[config.mk]
export PLATFORM = sky130hd
export DESIGN_NAME = repeat_byte_stream
export DESIGN_NICKNAME = d
export VERILOG_FILES = /design/src/rtl/repeat_byte_stream.sv
export SDC_FILE = /design/constraint.sdc
export NUM_CORES = 1
export LEC_CHECK = 0
export CORE_MARGIN = 2
export CORE_UTILIZATION = 43
export DETAILED_ROUTE_END_ITERATION = 8
export PLACE_DENSITY = 0.78
export SLEW_MARGIN = 20
export SYNTH_ARGS = -nofsm -noshare
export SYNTH_HDL_FRONTEND = slang
export SYNTH_SLANG_ARGS = --single-unit
[constraint.sdc]
create_clock -name clk -period 1.6 [get_ports clk]
set_input_delay 0.16 -clock clk [delete_from_list [all_inputs] [get_ports clk]]
set_output_delay 0.16 -clock clk [all_outputs]
set_load 0.005 [all_outputs]
[src/rtl/repeat_byte_stream.sv]
// repeat_byte_stream
//   Accepts one WIDTH-bit base value x and emits COUNT derived beats
//   x + k*STEP (k = 1..COUNT, mod 2^WIDTH), ascending or descending.
//
// Ports
//   clk, rst_n        clock, synchronous active-low reset
//   in_valid/in_ready base value handshake; in_data = x, in_descending = order
//   out_valid/out_ready beat handshake; out_data, out_last, out_index describe
//                     the current beat
//   dbg_state_o       current FSM state (0 = IDLE, 1 = EMIT) for checkers
//
// Handshake rule (both sides): a transfer happens on a rising clk edge where
// valid and ready are both high. A producer holding valid keeps its payload
// stable until the transfer; ready may depend combinationally on the other
// side (in_ready depends on out_ready so a new base can be taken on the
// cycle the last beat leaves, giving back-to-back sequences with no bubble).
module repeat_byte_stream #(
  parameter int WIDTH = 8,
  parameter int COUNT = 4,
  parameter int STEP  = 1,
  localparam int IDX_W = (COUNT > 1) ? $clog2(COUNT) : 1
) (
  input  logic             clk,
  input  logic             rst_n,
  input  logic             in_valid,
  output logic             in_ready,
  input  logic [WIDTH-1:0] in_data,
  input  logic             in_descending,
  output logic             out_valid,
  input  logic             out_ready,
  output logic [WIDTH-1:0] out_data,
  output logic             out_last,
  output logic [IDX_W-1:0] out_index,
  output logic             dbg_state_o
);

  typedef enum logic [0:0] {
    IDLE = 1'b0,
    EMIT = 1'b1
  } state_e;

  // Both constants are truncated to WIDTH, so all arithmetic wraps silently.
  localparam logic [WIDTH-1:0] STEP_W  = WIDTH'(STEP);
  localparam logic [WIDTH-1:0] TOTAL_W = WIDTH'(COUNT * STEP);

  state_e           state_q, state_d;
  logic [WIDTH-1:0] data_q, data_d;
  logic [IDX_W-1:0] idx_q, idx_d;
  logic             last_q, last_d;
  logic             desc_q, desc_d;
  logic             accept;

  assign out_valid   = (state_q == EMIT);
  assign out_data    = data_q;
  assign out_last    = last_q;
  assign out_index   = idx_q;
  assign dbg_state_o = state_q;

  assign in_ready = rst_n & ((state_q == IDLE) | (out_valid & out_ready & last_q));
  assign accept   = in_valid & in_ready;

  always_comb begin
    state_d = state_q;
    data_d  = data_q;
    idx_d   = idx_q;
    last_d  = last_q;
    desc_d  = desc_q;
    if (accept) begin
      // First beat of a new sequence, whether from IDLE or straight after a
      // completing last beat.
      state_d = EMIT;
      desc_d  = in_descending;
      data_d  = in_descending ? (in_data + TOTAL_W) : (in_data + STEP_W);
      idx_d   = '0;
      last_d  = (COUNT == 1);
    end else if ((state_q == EMIT) && out_ready) begin
      if (last_q) begin
        state_d = IDLE;
      end else begin
        data_d = desc_q ? (data_q - STEP_W) : (data_q + STEP_W);
        idx_d  = idx_q + IDX_W'(1);
        // The beat being advanced to is the last one when its index is COUNT-1.
        last_d = ((int'(idx_q) + 2) == COUNT);
      end
    end
  end

  always_ff @(posedge clk) begin
    if (!rst_n) begin
      state_q <= IDLE;
      data_q  <= '0;
      idx_q   <= '0;
      last_q  <= 1'b0;
      desc_q  <= 1'b0;
    end else begin
      state_q <= state_d;
      data_q  <= data_d;
      idx_q   <= idx_d;
      last_q  <= last_d;
      desc_q  <= desc_d;
    end
  end

endmodule
==> qor.txt <==
Status -> finished with violations
Failing checks -> negative setup slack
Crit path max fanout -> 8
CTS tree -> yes
Clock slew at reported path FFs -> 100 ps
Drt drc -> 0
H-tree Lvls -> 1
Wire per inst -> 14.5 um
Total track usage -> 0.229
Clock Skews -> 5.12 ps
Relative slew slack -> 0.784
Max Slew Vio Count -> 0
Critical path data arrival time -> 1930 ps
Pre-CTS setup slack -> -89.8 ps
Synth Instances -> 126
CTS root buffer -> clkbuf_4
Crit path required time -> 1820 ps
Top_reg_cell synth -> dfxtp_1
Clock buffer depth -> 2
Yosys cell types -> 38
1st-pass router iterations -> 5
Postcts setup bufs -> 0
Most frequent cells in the layout -> 29 x buf_4, 24 x clkdlybuf4s50_1, 10 x o21ai_0, 9 x nand2_1, 8 x ha_1
Final Net Count -> 204
Pin count of the biggest net entering global routing -> 11
Yosys warnings -> 0
Global route total overflow -> 0
Worst setup SP type -> flip-flop
Routed Antenna Nets -> 0
Hold Crit Class -> input pin to flip-flop
IO Pins -> 27
Post-route insts no fill -> 208
Gp weighted congestion -> 0.856
Average size of a mapped cell -> 8.28 um2
Post-route cell area -> 0.00161 mm2
Die width -> 53.3 um
Hold Startpoint -> out_ready
Vias in the first global route -> 1148
P_leak -> 0.000726 uW
Post-synth EDFFs -> 0
Post-DP Area -> 0.00155 mm2
Reg2reg start -> desc_q
Die area -> 0.00284 mm2
Diode count -> 0
Total Wirelength -> 3020 um
Initial DRC Count -> 27
WHS -> 353 ps
Tcrit/Tclk final -> 1.06
Worst vdd ir -> 0.000415 V
Async SR Flop Fraction -> 0
Post-DP HPWL -> 2420 um
Num Clock Sinks -> 13
Layout Area Growth over Synthesis -> 54.6%
Maxcap violations -> 0
Share of cells above drive strength 1 -> 0.294
Min Tclk post-route -> 1700 ps
First-pass GRT wire length -> 4770 um
Syn_nets -> 149
Final Worst Setup Slack -> -102 ps
Total power -> 1030 uW
Core area -> 0.00225 mm2
Maximum clock rate -> 588 MHz
CP endpoint kind -> flip-flop
CTS Buf Count -> 3
PD cells -> 636 mW/mm2
Vias post-DR -> 1146
Placed Cells -> 204
Post-synthesis sequential area ratio -> 0.249
Die H -> 53.3 um
CP Launch Point -> desc_q
Critical path class -> flip-flop to flip-flop
Clk_lat worst skew -> 280 ps
Seq cells post-synth -> 13
Unrepaired setup endpoints after global routing -> yes
Final hold viol count -> 0
Initial core utilization -> 0.463
Input/output buffers -> 26
Initial antenna violation count -> 0
# fillers -> 195
Vias/cell -> 5.51
# setup viols final -> 5
FP Rows -> 17
Area of the mapped netlist -> 0.00104 mm2
Pin slew with the least headroom to its limit -> 321 ps
Commonest non-fill, non-tap cell in the layout -> buf_4
path summary, 6_finish.rpt:
path | end | slack, ps | cells past startpoint
worst max-delay path | out_data[4] | -100 | 6
worst min-delay path | dbg_state_o | 350 | 3
worst max register to register | out_data[4] | -100 | 6
worst min register to register | out_index[1] | 550 | 2
synth_stat cells, types with 4 or more instances:
| cell | instances | area [um2] |
|---|---|---|
| xnor2_1 | 7 | 61.3 |
| inv_1 | 7 | 26.3 |
| nand2_1 | 9 | 33.8 |
| o21a_1 | 5 | 37.5 |
| o21ai_0 | 11 | 55.1 |
| ha_1 | 9 | 113 |
| a211oi_1 | 4 | 30.0 |
| a21o_1 | 4 | 30.0 |
| a21oi_1 | 7 | 35.0 |
| dfxtp_1 | 13 | 260 |
| nor2_1 | 8 | 30.0 |
routing by layer:
layer  share of wire  up-vias  GRT usage
met5               0        -          0
met4          0.0063        0     0.0769
met3           0.048        2    0.00847
met2            0.52       44      0.416
met1            0.43      529      0.284
li1                -      571          -
critical path, stage by stage, from the launching register on:
cell and delay, ps:
dfxtp_4 420, ha_4 210, nor2b_4 120, o21a_1 210, o21a_1 190, o41a_1 380
a21oi_2 110
per-stage QoR:
step | TNS, ps | utilization
2_1_floorplan | 0 | -
3_3_place_gp | -48.9 | 0.689
3_5_place_dp | -224 | 0.689
4_1_cts | -203 | 0.706
5_1_grt | -731 | 0.715
6_report | -227 | 0.715
flip-flops by register name, summed over array words and instances, names as in the netlist:
name and flops:
out_data 8, out_last 1, dbg_state_o 1, out_index 2, desc_q 1
power breakdown:
part | switching, uW | total [uW] | internal (uW) | leakage [uW]
registers | 26.8 | 379 | 353 | 0.000110
logic | 186 | 431 | 244 | 0.000598
clock network | 124 | 216 | 92.6 | 0.0000177
total | 337 | 1030 | 690 | 0.000726
timing repair:
action	in CTS	in global routing
hold buffers	0	0
resized for setup	2	11
pin swaps	4	3
endpoints found under the hold margin	0	0
setup endpoints to repair	6	7
layout make-up:
type                    count  area, um2  share of cell area
clock buffers               3       22.5              0.0140
clock inverters             1       5.00             0.00310
inverters                   7       26.3              0.0163
multi-input cells         101        771               0.478
flip-flops and latches     13        270               0.168
well taps                  28       35.0              0.0217
repair buffers             55        483               0.299
kinds of logic after synthesis:
kind of cell | share of synthesized area
fa+ha+maj | 0.127
xor+xnor | 0.0839
mux | 0.00959
simple gates | 0.165
flops | 0.249
buf+inv | 0.0492
compound gates | 0.315
Note: power is estimated with default switching activity, not from simulation.
